==> config.mk <==
export PLATFORM = sky130hd
export DESIGN_NAME = alu_stream
export DESIGN_NICKNAME = d
export VERILOG_FILES = /design/src/rtl/alu_stream.sv
export SDC_FILE = /design/constraint.sdc
export NUM_CORES = 1
export LEC_CHECK = 0
export CELL_PAD_IN_SITES_DETAIL_PLACEMENT = 1
export CELL_PAD_IN_SITES_GLOBAL_PLACEMENT = 2
export CORE_MARGIN = 2
export CORE_UTILIZATION = 37
export DETAILED_ROUTE_END_ITERATION = 8
export GPL_ROUTABILITY_DRIVEN = 0
export PLACE_DENSITY = 0.89
export SYNTH_ARGS = -nofsm -noshare
export SYNTH_HDL_FRONTEND = slang
export SYNTH_SLANG_ARGS = --single-unit
==> constraint.sdc <==
create_clock -name clk -period 4.2 [get_ports clk]
set_input_delay 0.42 -clock clk [delete_from_list [all_inputs] [get_ports clk]]
set_output_delay 0.42 -clock clk [all_outputs]
set_load 0.03 [all_outputs]
==> src/rtl/alu_stream.sv <==
// ============================================================================
// alu_stream : 8-bit ALU behind a request register and a 3-entry result FIFO
// Revision   : 1.0
// ============================================================================
`default_nettype none

module alu_stream (
  input  logic       clk,
  input  logic       rst_n,
  input  logic       in_valid,
  output logic       in_ready,
  input  logic [3:0] ctrl,
  input  logic [7:0] x,
  input  logic [7:0] y,
  output logic       out_valid,
  input  logic       out_ready,
  output logic       carry,
  output logic [7:0] out,
  output logic       err
);

  localparam logic [1:0] C_DEPTH_M1 = 2'd2;

  logic       r_live;
  logic       r_s1_vld;
  logic [3:0] r_s1_ctrl;
  logic [7:0] r_s1_x;
  logic [7:0] r_s1_y;
  logic [9:0] r_mem [0:2];
  logic [1:0] r_wr_ptr;
  logic [1:0] r_rd_ptr;
  logic [1:0] r_count;

  logic       w_accept;
  logic       w_push;
  logic       w_pop;
  logic [2:0] w_occ;
  logic [8:0] w_sum;
  logic [8:0] w_dif;
  logic [9:0] w_res;
  logic [9:0] w_head;

  // S1 always drains into the FIFO: total occupancy <= 3 guarantees room.
  assign w_occ     = {2'b00, r_s1_vld} + {1'b0, r_count};
  assign in_ready  = r_live && (w_occ < 3'd3);
  assign out_valid = (r_count != 2'd0);
  assign w_accept  = in_valid && in_ready;
  assign w_push    = r_s1_vld;
  assign w_pop     = out_valid && out_ready;

  assign w_head = out_valid ? r_mem[r_rd_ptr] : 10'd0;
  assign err    = w_head[9];
  assign carry  = w_head[8];
  assign out    = w_head[7:0];

  assign w_sum = {1'b0, r_s1_x} + {1'b0, r_s1_y};
  assign w_dif = {1'b0, r_s1_x} - {1'b0, r_s1_y};

  // Result word is {err, carry, out}.
  always_comb begin
    w_res = 10'd0;
    case (r_s1_ctrl)
      4'b0000: w_res = {1'b0, w_sum};
      4'b0001: w_res = {1'b0, w_dif};
      4'b0010: w_res = {2'b00, r_s1_x & r_s1_y};
      4'b0011: w_res = {2'b00, r_s1_x | r_s1_y};
      4'b0100: w_res = {2'b00, ~r_s1_x};
      4'b0101: w_res = {2'b00, r_s1_x ^ r_s1_y};
      4'b0110: w_res = {2'b00, ~(r_s1_x | r_s1_y)};
      4'b0111: w_res = {2'b00, r_s1_y << r_s1_x[2:0]};
      4'b1000: w_res = {2'b00, r_s1_y >> r_s1_x[2:0]};
      4'b1001: w_res = {2'b00, r_s1_x[7], r_s1_x[7:1]};
      4'b1010: w_res = {2'b00, r_s1_x[6:0], r_s1_x[7]};
      4'b1011: w_res = {2'b00, r_s1_x[0], r_s1_x[7:1]};
      4'b1100: w_res = {2'b00, (r_s1_x == r_s1_y) ? 8'h01 : 8'h00};
      default: w_res = {1'b1, 9'd0};
    endcase
  end

  // Control state: cleared asynchronously so reset takes effect without clk.
  always_ff @(posedge clk or negedge rst_n) begin
    if (!rst_n) begin
      r_live    <= 1'b0;
      r_s1_vld  <= 1'b0;
      r_s1_ctrl <= 4'd0;
      r_s1_x    <= 8'd0;
      r_s1_y    <= 8'd0;
      r_wr_ptr  <= 2'd0;
      r_rd_ptr  <= 2'd0;
      r_count   <= 2'd0;
    end else begin
      r_live   <= 1'b1;
      r_s1_vld <= w_accept;
      if (w_accept) begin
        r_s1_ctrl <= ctrl;
        r_s1_x    <= x;
        r_s1_y    <= y;
      end
      if (w_push)
        r_wr_ptr <= (r_wr_ptr == C_DEPTH_M1) ? 2'd0 : r_wr_ptr + 2'd1;
      if (w_pop)
        r_rd_ptr <= (r_rd_ptr == C_DEPTH_M1) ? 2'd0 : r_rd_ptr + 2'd1;
      case ({w_push, w_pop})
        2'b10:   r_count <= r_count + 2'd1;
        2'b01:   r_count <= r_count - 2'd1;
        default: r_count <= r_count;
      endcase
    end
  end

  // Storage needs no reset: entries are only visible while counted.
  always_ff @(posedge clk) begin
    if (w_push)
      r_mem[r_wr_ptr] <= w_res;
  end

endmodule

`default_nettype wire

==> results of run 1 <==
area by class of cell:
cell class	count	area [sq um]
clock buffer	10	229
clock inverter	6	58.8
fill	1313	6320
inverter	27	101
multi-input combinational	344	2460
sequential	58	1600
tap	143	179
timing repair buffer	43	410
cell families after synthesis:
| group | Yosys count | synth area share, % |
|---|---|---|
| AOI/OAI and AO/OA | 128 | 19.5 |
| xor gates and xnor gates | 9 | 1.84 |
| adders and majority gates | 30 | 9.10 |
| buffers and inverters | 58 | 5.36 |
| DFF | 58 | 37.3 |
| muxes | 39 | 11.4 |
| other | 1 | 0.0874 |
| and+or+nand+nor | 137 | 15.4 |
power by group:
group / internal [uW] / switching [uW] / total, uW
clock: 455 / 267 / 722
combinational: 1160 / 1650 / 2810
sequential: 891 / 396 / 1290
total: 2510 / 2310 / 4820
metrics by stage:
stage / util (%) / total power, uW / std cells / instance area [sq um]
floorplan: - / 3200 / 460 / 4290
global placement: 41.8 / 3950 / 615 / 4760
detailed placement: 41.8 / 4060 / 615 / 4760
CTS: 44.4 / 4800 / 631 / 5040
global route: 44.4 / 5170 / 631 / 5040
finish: 44.4 / 4820 / 631 / 5040
placed cells by master, fill, tap and decap left out, types with 4 or more instances in the layout:
| cell type | n |
|---|---|
| sky130_fd_sc_hd__a21o_1 | 8 |
| sky130_fd_sc_hd__a21oi_1 | 30 |
| sky130_fd_sc_hd__a221oi_1 | 6 |
| sky130_fd_sc_hd__a22o_1 | 5 |
| sky130_fd_sc_hd__buf_4 | 8 |
| sky130_fd_sc_hd__clkbuf_16 | 9 |
| sky130_fd_sc_hd__clkdlybuf4s50_1 | 35 |
| sky130_fd_sc_hd__clkinv_2 | 4 |
| sky130_fd_sc_hd__dfrtp_1 | 28 |
| sky130_fd_sc_hd__edfxtp_1 | 30 |
| sky130_fd_sc_hd__ha_1 | 28 |
| sky130_fd_sc_hd__inv_1 | 26 |
| sky130_fd_sc_hd__mux2_2 | 10 |
| sky130_fd_sc_hd__mux2i_1 | 22 |
| sky130_fd_sc_hd__mux4_2 | 7 |
| sky130_fd_sc_hd__nand2_1 | 46 |
| sky130_fd_sc_hd__nand2b_1 | 5 |
| sky130_fd_sc_hd__nand3_1 | 7 |
| sky130_fd_sc_hd__nor2_1 | 37 |
| sky130_fd_sc_hd__nor2b_1 | 8 |
| sky130_fd_sc_hd__nor3_1 | 11 |
| sky130_fd_sc_hd__nor4_1 | 4 |
| sky130_fd_sc_hd__o211ai_1 | 10 |
| sky130_fd_sc_hd__o21ai_0 | 34 |
| sky130_fd_sc_hd__o2bb2ai_1 | 4 |
| sky130_fd_sc_hd__o31ai_1 | 4 |
| sky130_fd_sc_hd__xnor2_1 | 5 |
| sky130_fd_sc_hd__xor2_1 | 4 |
flip-flops by register name (all words and copies together), names as in the netlist:
name,cells
r_s1_ctrl,4
r_mem,30
r_wr_ptr,2
r_s1_x,8
r_live,1
r_s1_y,8
r_rd_ptr,2
r_s1_vld,1
r_count,2
path summary, 6_finish.rpt:
check	startpoint	end	slack, ns	cells after the start
worst min register to register	r_wr_ptr[1]$_DFFE_PN0P_	r_wr_ptr[1]$_DFFE_PN0P_	0.52	1
worst min-delay path	rst_n	r_rd_ptr[0]$_DFFE_PN0P_	0.49	2
max in group asynchronous	rst_n	r_s1_y[5]$_DFFE_PN0P_	3.41	2
min in group clk	r_wr_ptr[1]$_DFFE_PN0P_	r_wr_ptr[1]$_DFFE_PN0P_	0.52	1
worst max register to register	r_s1_x[0]$_DFFE_PN0P_	r_mem[0][7]$_DFFE_PP_	0.97	7
worst max-delay path	r_s1_x[0]$_DFFE_PN0P_	r_mem[0][7]$_DFFE_PP_	0.97	7
metal layers:
| layer | global-route usage [%] | routed length (um) | up-vias | part of all wire, % |
|---|---|---|---|---|
| li1 | - | - | 1718 | - |
| met1 | 28.5 | 5670 | 1823 | 45 |
| met2 | 32.8 | 5810 | 119 | 46 |
| met3 | 3.59 | 628 | 32 | 5.0 |
| met4 | 10.0 | 437 | 0 | 3.5 |
| met5 | 0 | 0 | - | 0 |
==> flow_results.org, run 1 <==
** Flow run
- The tool flagged a number of max-cap violations equal to 0.

** Place
- HPWL after detailed placement :: approximately 9.3 mm
- Port buffering added 35 buffers.
- Worst Setup Slack post-DPL :: approximately 1 ns

** Logic synthesis
- The most used flip-flop cell after synthesis is sky130_fd_sc_hd__edfxtp_1.
- After synthesis, the largest area contributor takes up around a fifth of total cell area.
- In the post-synthesis netlist, the biggest area contributors are sky130_fd_sc_hd__edfxtp_1 (21%), sky130_fd_sc_hd__dfrtp_1 (16%), sky130_fd_sc_hd__ha_1 (8.2%).
- In this run, synthesis produced a sequential element count of between 50 and 60.
- After synthesis, the share of flip-flops with an asynchronous set or reset is between 40% and 50%.
- Share of synthesized area occupied by flip-flops and latches :: ~37%
- Most frequent cell after synthesis :: sky130_fd_sc_hd__nand2_1
- Counting instances in the post-synthesis netlist gives the leading cell types as sky130_fd_sc_hd__nand2_1 (46), sky130_fd_sc_hd__nor2_1 (37), sky130_fd_sc_hd__o21ai_0 (34).
- In this run the mean area of a mapped cell was about 9.3 sq um.
- Total standard cell area after synthesis :: between 0.004 and 0.005 sq mm
- Counting every net in the synthesized netlist gives around 510.
- Post-synthesis cell type with the largest combined area :: sky130_fd_sc_hd__edfxtp_1
- The synthesized netlist contains slightly below 60 unique library cells.
- Number of enable-type register cells in the synthesized netlist :: 30
- Synthesis produced a netlist whose cell count is 460.
- Number of warnings printed during yosys synthesis :: 0

** Route
- Routed WL per cell :: 19.9 um
- For this run, design rule violations remaining after detail routing come to 0.
- Antenna Nets Post-Route :: 0
- Detailed-route via count :: approximately 3.7k
- Violation count after the first detailed-route iteration :: 310
- Final routed wirelength across all metal layers :: between 10 and 15 mm
- Dividing the detail-routed via count by the number of cells gives ~6.
- First-pass iteration count of the detailed router :: 5

** Floorplanning
- The die covers between 0.01 and 0.015 sq mm.
- The core region is ~0.011 sq mm.
- The floorplan step set the die width to roughly 110 um.
- The floorplan has 39 rows.
- Effective utilization at floorplan :: around 38%
- In this run the vertical extent of the chip is between 100 and 150 um.
- During I/O placement, the number of pins put on the boundary was 36.

** STA
- Transition at the pin with the smallest max-transition slack :: roughly 1 ns
- The hold violation total from the final report was 0.
- In this run the tightest slew margin relative to its limit is about a third.
- In the post-route analysis, the smallest setup slack over all paths is just under 1 ns.
- Max-slew violation count :: 0
- RSZ-0062 raised after global routing :: false
- Min Clock Period, post-route :: around 3.2 ns
- Fmax achieved :: between 300 and 400 MHz
- Final-layout setup total negative slack :: 0 ns
- Setup-failing EPs final :: 0
- Period utilization :: 77.0%
- Clock skew on the completed layout was measured at 0.0124 ns.
- Across all hold checks on the routed design, the worst slack comes to a little under 0.5 ns.

** Critical path
- Class of the most critical setup path :: reg -> reg
- The largest single stage delay on the critical path is between 0.8 and 0.9 ns.
- Required @ worst endpoint :: 4.25 ns
- Top Family by Delay on Critical Path :: flip-flops
- Worst-path maximum fanout :: 21
- STA puts the critical path data arrival time at 3.28 ns.
- Element type at the critical path end :: flip-flop
- Slowest CP cell :: sky130_fd_sc_hd__dfrtp_1
- Launching element type of the critical path :: flip-flop
- The signal on the critical path passes through inv_2 -> ha_1 -> o21bai_1 -> a21oi_1 -> nor4_1 -> mux2_2 -> or4_1.
- Counting both buffers and inverters, the worst setup path holds a total of 1.

** Final layout
- Growth of design area from synthesis to finish :: 17.6%
- Post-layout nets :: between 500 and 600
- Proportion of layout cells with a drive suffix above 1 :: a little under a tenth
- Antenna fix cells :: 0

** Global route
- Grt ovf :: 0
- Initial antenna violation count :: 0
- Global routing used a little over a fifth of the available tracks across all layers.
- Vias in the first global route :: 3839
- The first global-routing pass estimated about 21 mm of wire.
- Entering global routing, the biggest net connects 29 pins.

** Clocking
- CTS tree :: yes
- The clock passes through at most 2 buffers.
- Number of sinks on the clock net :: 58
- Clock slew at reported path FFs :: 0.06 ns
- The cell sitting at the root of the clock tree is a sky130_fd_sc_hd__clkbuf_16.
- Post-CTS setup buffers :: 0
- Total of cells resized after clock tree synthesis :: 0
- Count of H-tree levels built during CTS :: 3
- Later-pin clock latency in the skew report :: approximately 0.33 ns
- Hold repair after CTS inserted 0 buffers.
- Clock tree synthesis inserted a total of 9 buffers.

** Power and ir drop
- Power density normalized to cell area :: between 900 and 1000 mW/mm^2
- Peak supply drop :: around 0.39 mV
- For this design the static power due to leakage is between 0.002 and 0.0025 uW.

** Outcome
- Status :: completed

** Hold path
- Worst hold path class :: in -> async
Note: power is estimated with default switching activity, not from simulation.
==> inputs of run 2 (changes only) <==
- CORE_UTILIZATION: 37 -> 34
- PLACE_DENSITY: 0.89 -> 0.87
- clock period: 4.2 -> 2.85 ns (I/O delays scaled with it)
==> run 2 against run 1 <==
Net effect: clock power rose by 90%; combinational power rose by 60%; critical endpoint is now r_mem[2][7]$_DFFE_PP_; register-to-register slack worse by 0.74 ns; critical path type unchanged; routed wire length rose by 2.8%.
==> flow_results.org, run 2 (synthesis results as in run 1) <==
** Global route
- Largest net degree at the start of global routing :: 29
- After global routing, the most crowded layer is met2.
- Global routing consumed, on the met2 layer, roughly a third of the routing resources.
- The number of global-route vias before repair was around 3.6k.
- The first global-routing pass estimated just over 20 mm of wire.
- Global router's overall resource usage :: slightly above 20%
- Met1 global-route usage :: 26.6%
- Routing usage on met3 :: approximately 3.2%
- Initial antenna violation count :: 0
- Grt ovf :: 0

** STA
- Setup repair after global routing left no endpoint under its margin.
- Min Clock Period, post-route :: 2.62 ns
- Final hold violations :: 0
- Period utilization :: between 90 and 100%
- Derived from the worst setup path, the maximum achievable clock frequency is 381 MHz.
- Max-slew violation count :: 0
- At the pin with the least slew margin, the transition time is 0.951 ns.
- In the final timing run, aggregate negative setup slack is 0 ns.
- Setup violations remaining at the end of the flow were counted as 0.
- Measured against its own limit, the worst slew margin works out to a little over a third.
- Maximum clock skew at final layout :: ~0.012 ns

** Route
- The first detailed-routing pass ran for 5 iterations.
- Dividing the detail-routed wire length by the instance count gives ~19 um.
- The count of nets left with antenna violations once routing finished came out at 0.
- DRC violation count after routing :: 0
- Via-per-instance ratio :: around 5.6
- Detailed-route via count :: between 3k and 4k
- Summed over all layers, the routed wires come to ~13 mm.
- Violation count after the first detailed-route iteration :: about 210

** Final layout
- In the final layout, the multi-input gates occupy roughly 0.0025 sq mm.
- Proportion of layout cells with a drive suffix above 1 :: ~12%
- Measured on the finished design, the core utilization comes to between 40% and 50%.
- Number of non-filler instances in the completed layout :: a little under 700
- In the layout the commonest cells are sky130_fd_sc_hd__nand2_1 (46), sky130_fd_sc_hd__nor2_1 (37), sky130_fd_sc_hd__clkdlybuf4s50_1 (35).
- 0 antenna diodes ended up in the layout.
- The largest registers in the layout are r_mem x30, r_s1_x x8, r_s1_y x8.
- Final Instance Area :: roughly 0.0053 sq mm
- Counting the fill cells in the layout gives 1422.
- Register ranked first by flip-flop count :: r_mem
- Commonest non-fill, non-tap cell in the layout :: sky130_fd_sc_hd__nand2_1
- The register with the most flip-flops in the layout has 30 of them.
- The net count of the finished layout is about 550.
- Relative to the synthesized area, the layout overhead comes to 22.9%.
- Combined flip-flop and latch cell area :: around 0.0016 sq mm

** Critical path
- At the worst endpoint, the arrival time is about 2.7 ns.
- Data on the critical path is required at its endpoint by slightly below 3 ns.
- Cell-by-cell listing of the critical path :: inv_1 -> ha_2 -> and3_1 -> a21boi_0 -> mux2i_1 -> o22ai_1 -> or4_1
- Biggest cell delay along the critical path :: between 0.5 and 0.6 ns
- For this design, the slowest cell found on the critical path is sky130_fd_sc_hd__ha_2.
- STA classifies the critical path endpoint as a flip-flop.
- Class of the most critical setup path :: reg -> reg
- Worst-path maximum fanout :: 13
- The worst setup path is launched from a flip-flop.

** Flow run
- Maximum Capacitance Violations :: 0

** Place
- Detailed placement finished with a half-perimeter wire length of 9.60 mm.
- IO Port Bufs :: 35
- Summing all placed instances gives a cell area of 0.00491 sq mm.
- The number of placed instances, taps included, is 660.

** Clocking
- CTS tree :: yes
- Counting every sink on the clock net gives a little under 60.
- Buffers added to address setup during post-CTS repair amount to 0.
- After clock tree synthesis, the flow added hold-fix buffers numbering 0.
- Total of cells resized after clock tree synthesis :: 0
- The root buffer cell chosen for the clock tree is sky130_fd_sc_hd__clkbuf_16.
- In this run, CTS created clock tree buffers numbering 9.
- Count of H-tree levels built during CTS :: 3
- Number of buffers on the longest clock path :: 2
- Clock slew at reported path FFs :: 0.06 ns
- Later-pin clock latency in the skew report :: around 0.35 ns

** Floorplanning
- Core area :: between 0.01 and 0.015 sq mm
- Io pins :: 36
- Die Height :: roughly 120 um
- The die covers between 0.01 and 0.015 sq mm.
- After floorplanning, the core was divided into 41 placement rows.
- The initial utilization of the core area, before any placement, comes to roughly a third.
- Measured along the x axis, the die boundary spans about 120 um.

** Power and ir drop
- Lkg Pwr :: ~0.0021 uW
- IR analysis of the VDD net gives a maximum drop of approximately 0.52 mV.
- Power density normalized to cell area :: 1440 mW/mm^2

** Outcome
- Status :: completed

** Hold path
- Worst hold path class :: in -> async
[run 2: cell count changes in the layout (fill, tap and decap cells not counted), sizes merged]
cell      delta
buf         +16
clkinvlp     +1
bufinv       +3
clkbuf       -1
clkinv       -4
inv          +1
[run 2: metrics by stage]
stage	hold slack [ns]	setup slack [ns]	power (uW)
final	0.338	0.226	7580
after floorplan	-0.0106	0.112	4710
after detailed placement	0.503	0.190	6160
after global placement	0.496	0.277	6000
after CTS	0.356	0.170	7570
after global routing	0.378	0.0426	8090
[run 2: cell type report]
cell class                      count  area share (%)
Multi-Input combinational cell    344            46.7
Sequential cell                    58            30.4
Timing Repair Buffer               59            10.1
Clock buffer                        9            4.27
Tap cell                          172            4.08
Clock inverter                      7            2.66
Inverter                           27            1.92
[run 2: power by group]
group | leakage, uW | switching [uW] | total, uW | internal [uW]
logic | 0.00133 | 2640 | 4490 | 1840
clock network | 0.000174 | 430 | 1370 | 942
registers | 0.000619 | 404 | 1720 | 1320
[run 2: path summary, 6_finish.rpt]
path	from	to	slack, ns	depth (start not counted)
worst max-delay path	r_s1_y[5]$_DFFE_PN0P_	r_mem[2][7]$_DFFE_PP_	0.23	7
worst min-delay path	rst_n	r_wr_ptr[0]$_DFFE_PN0P_	0.34	2
worst max register to register	r_s1_y[5]$_DFFE_PN0P_	r_mem[2][7]$_DFFE_PP_	0.23	7
worst min register to register	r_count[1]$_DFFE_PN0P_	r_count[1]$_DFFE_PN0P_	0.51	1
max in group asynchronous	rst_n	r_s1_y[1]$_DFFE_PN0P_	2.20	2
min in group clk	y[5]	r_s1_y[5]$_DFFE_PN0P_	0.49	3
[run 2: metal layers]
metal / vias to the layer above / part of all wire [%]
met5: - / 0
met4: 0 / 2.5
met3: 24 / 4.4
met2: 109 / 48
met1: 1873 / 45
li1: 1756 / -
[run 2: worst max-delay path: cells and delay by family (launching register included)]
kind                       cells  cell delay (ns)
and+or+nand+nor                2             0.67
AOI/OAI and AO/OA              2             0.35
adders and majority gates      1             0.51
muxes                          1             0.22
DFF                            1             0.45
buffers and inverters          1             0.12
==> inputs of run 3 (changes only) <==
- CAP_MARGIN: not set -> 25
- CORE_UTILIZATION: 34 -> 37
- PLACE_DENSITY: 0.87 -> 0.89
- clock period: 2.85 -> 2.9 ns (I/O delays scaled with it)
==> run 3 against run 2 <==
Net effect: routed wire length decreased by 2.1%; register-to-register slack got worse by 0.04 ns; utilization increased by 2.9 points; worst setup slack got worse by 0.037 ns; clock skew decreased by 0.00066 ns; critical endpoint is now r_mem[0][7]$_DFFE_PP_.
==> flow_results.org, run 3 (synthesis results as in run 1) <==
** Critical path
- For the worst setup path, the data required time is ~3.0 ns.
- Traced cell by cell, the critical path runs through inv_1 -> ha_1 -> nor3b_1 -> nor3_1 -> nor4b_1 -> mux2_2 -> or4_1.
- Data on the critical path arrives at its endpoint at 2.76 ns.
- Biggest cell delay along the critical path :: ~0.55 ns
- Of all nets on the critical path, the largest fanout is 10.
- Critical path buffer and inverter count :: 1
- Slowest CP cell :: sky130_fd_sc_hd__or4_1
- Launching element type of the critical path :: flip-flop
- Element type at the critical path end :: flip-flop
- Class of the most critical setup path :: reg -> reg
- Top Family by Delay on Critical Path :: simple AND/OR/NAND/NOR gates

** Route
- Detailed-route via count :: around 3.8k
- In the routed layout, each cell is associated on average with a via count of ~5.8.
- The detailed router finished its first iteration with between 300 and 400 violations.
- The pre-antenna-repair detailed-routing pass consisted of 5 iterations.
- The routed design has between 10 and 15 mm of wire.
- After detailed routing, the average wire length per cell comes to between 15 and 20 um.
- DRC violation count after routing :: 0
- Antenna Nets Post-Route :: 0

** STA
- Remaining max-slew budget at the tightest pin :: a little over two fifths
- The number of slew-limit violations in the final report is 0.
- Period utilization :: about 93%
- Fmax achieved :: ~370 MHz
- The tightest hold path in the finished design has a slack of 0.341 ns.
- For the final routed database, the setup TNS stands at 0 ns.
- Setup repair after global routing left no endpoint under its margin.
- Setup violations remaining at the end of the flow were counted as 0.
- Subtracting the final worst setup slack from the clock period gives 2.71 ns.
- Final hold violations :: 0
- Transition at the pin with the smallest max-transition slack :: between 0.8 and 0.9 ns
- Once routing completed, OpenROAD measured the worst setup slack at between 0.15 and 0.2 ns.
- Maximum clock skew at final layout :: around 0.011 ns

** Global route
- For this run, global-route usage on met1 was measured as approximately 27%.
- Routing usage on met3 :: roughly 4.2%
- Busiest layer in global routing :: met2
- Vias in the first global route :: between 3k and 4k
- Entering global routing, the biggest net connects 29 pins.
- The first global-routing pass estimated between 20 and 25 mm of wire.
- Global routing used between 20% and 30% of the available tracks.
- GR Layer Usage met2 :: 33.7%
- Initial antenna violation count :: 0
- The total overflow left after global routing is 0.

** Floorplanning
- 36 I/O pins were placed.
- DIE AREA :: 0.0125 sq mm
- Cell row count :: 39
- The region available for standard cell placement spans 0.0114 sq mm.
- From left edge to right edge, the die measures about 110 um.
- Die Height :: 112 um
- For this configuration, the core starts out at a cell density of approximately 38%.

** Final layout
- Register ranked first by flip-flop count :: r_mem
- Commonest non-fill, non-tap cell in the layout :: sky130_fd_sc_hd__nand2_1
- The multi-input combinational cells in the finished layout cover a total of 0.00246 sq mm.
- The top cell types in the final layout, fill and taps aside, are sky130_fd_sc_hd__nand2_1 (46), sky130_fd_sc_hd__nor2_1 (37), sky130_fd_sc_hd__clkdlybuf4s50_1 (35).
- Largest registers ranked by flip-flop count :: r_mem x30, r_s1_x x8, r_s1_y x8
- Proportion of layout cells with a drive suffix above 1 :: 12.1%
- The sequential cells in the finished layout cover a total of 0.00160 sq mm.
- Total of fill cells in the finished design :: around 1.3k
- Post-layout nets :: between 500 and 600
- Measured on the finished design, the core utilization comes to a little under half.
- Antenna fix cells :: 0
- Relative to the synthesized area, the layout overhead comes to 19.9%.
- The register with the most flip-flops in the layout has 30 of them.

** Power and ir drop
- Power density normalized to cell area :: 1380 mW/mm^2
- Peak supply drop :: just under 0.6 mV
- Lkg Pwr :: 0.00207 uW

** Clocking
- Count of H-tree levels built during CTS :: 3
- Cts hold-fix bufs :: 0
- CTS tree :: yes
- Number of buffers on the longest clock path :: 2
- After clock tree synthesis, the repair step resized 0 gates.
- Later-pin clock latency in the skew report :: about 0.33 ns
- In this run, CTS created clock tree buffers numbering 9.
- CTS placed an instance of sky130_fd_sc_hd__clkbuf_16 at the clock tree root.
- Post-CTS timing repair inserted 0 buffers for setup.
- The tree built by TritonCTS fans out to 58 sinks.
- Clock slew at reported path FFs :: ~0.06 ns

** Flow run
- Max-cap violations in this run came to 0.

** Hold path
- The min-delay analysis places its worst path in the category in -> async.

** Place
- Input and output buffers added on the ports amount to 35.
- Once detailed placement completed, the half-perimeter wirelength came to 9.34 mm.
- OpenSTA, run right after detailed placement, puts the worst setup slack at between 0.2 and 0.3 ns.

** Outcome
- Status :: completed
## run 3: cell types whose count changed in the layout (fill, tap and decap cells not counted), sizes merged
| cell | previous run | this run |
|---|---|---|
| clkbuf | 9 | 10 |
| clkinvlp | 1 | 3 |
| bufinv | 4 | 0 |
| buf | 24 | 23 |
| clkinv | 1 | 2 |
## run 3: final cells by class
type,count,area share (%)
well taps,143,3.48
clock inverters,6,0.803
inverters,27,1.97
clock buffers,10,4.64
repair buffers,58,10.2
flip-flops and latches,58,31.1
multi-input cells,344,47.8
## run 3: final timing paths
kind | from | to | slack (ns) | cells after the start
worst max-delay path | r_s1_y[4]$_DFFE_PN0P_ | r_mem[0][7]$_DFFE_PP_ | 0.19 | 7
worst min-delay path | rst_n | r_rd_ptr[1]$_DFFE_PN0P_ | 0.34 | 2
worst max register to register | r_s1_y[4]$_DFFE_PN0P_ | r_mem[0][7]$_DFFE_PP_ | 0.19 | 7
worst min register to register | r_count[1]$_DFFE_PN0P_ | r_count[1]$_DFFE_PN0P_ | 0.51 | 1
max in group asynchronous | rst_n | r_s1_y[3]$_DFFE_PN0P_ | 2.26 | 2
min in group clk | r_count[1]$_DFFE_PN0P_ | r_count[1]$_DFFE_PN0P_ | 0.51 | 1
## run 3: through the flow
| stage | cell area [sq um] | power (uW) | cells |
|---|---|---|---|
| final | 5140 | 7080 | 646 |
| after global routing | 5140 | 7570 | 646 |
| after CTS | 5140 | 7030 | 645 |
| after detailed placement | 4860 | 6000 | 629 |
| after global placement | 4860 | 5860 | 629 |
| after floorplan | 4290 | 4630 | 460 |
## run 3: per-layer routing
layer,wire length [um],up-vias
li1,-,1746
met1,5530,1828
met2,5960,164
met3,777,31
met4,354,0
met5,0,-
## run 3: where the power goes
group / switching, uW / total, uW / internal, uW
logic: 2630 / 4420 / 1790
registers: 358 / 1650 / 1290
clock network: 407 / 1010 / 600
total: 3400 / 7080 / 3680
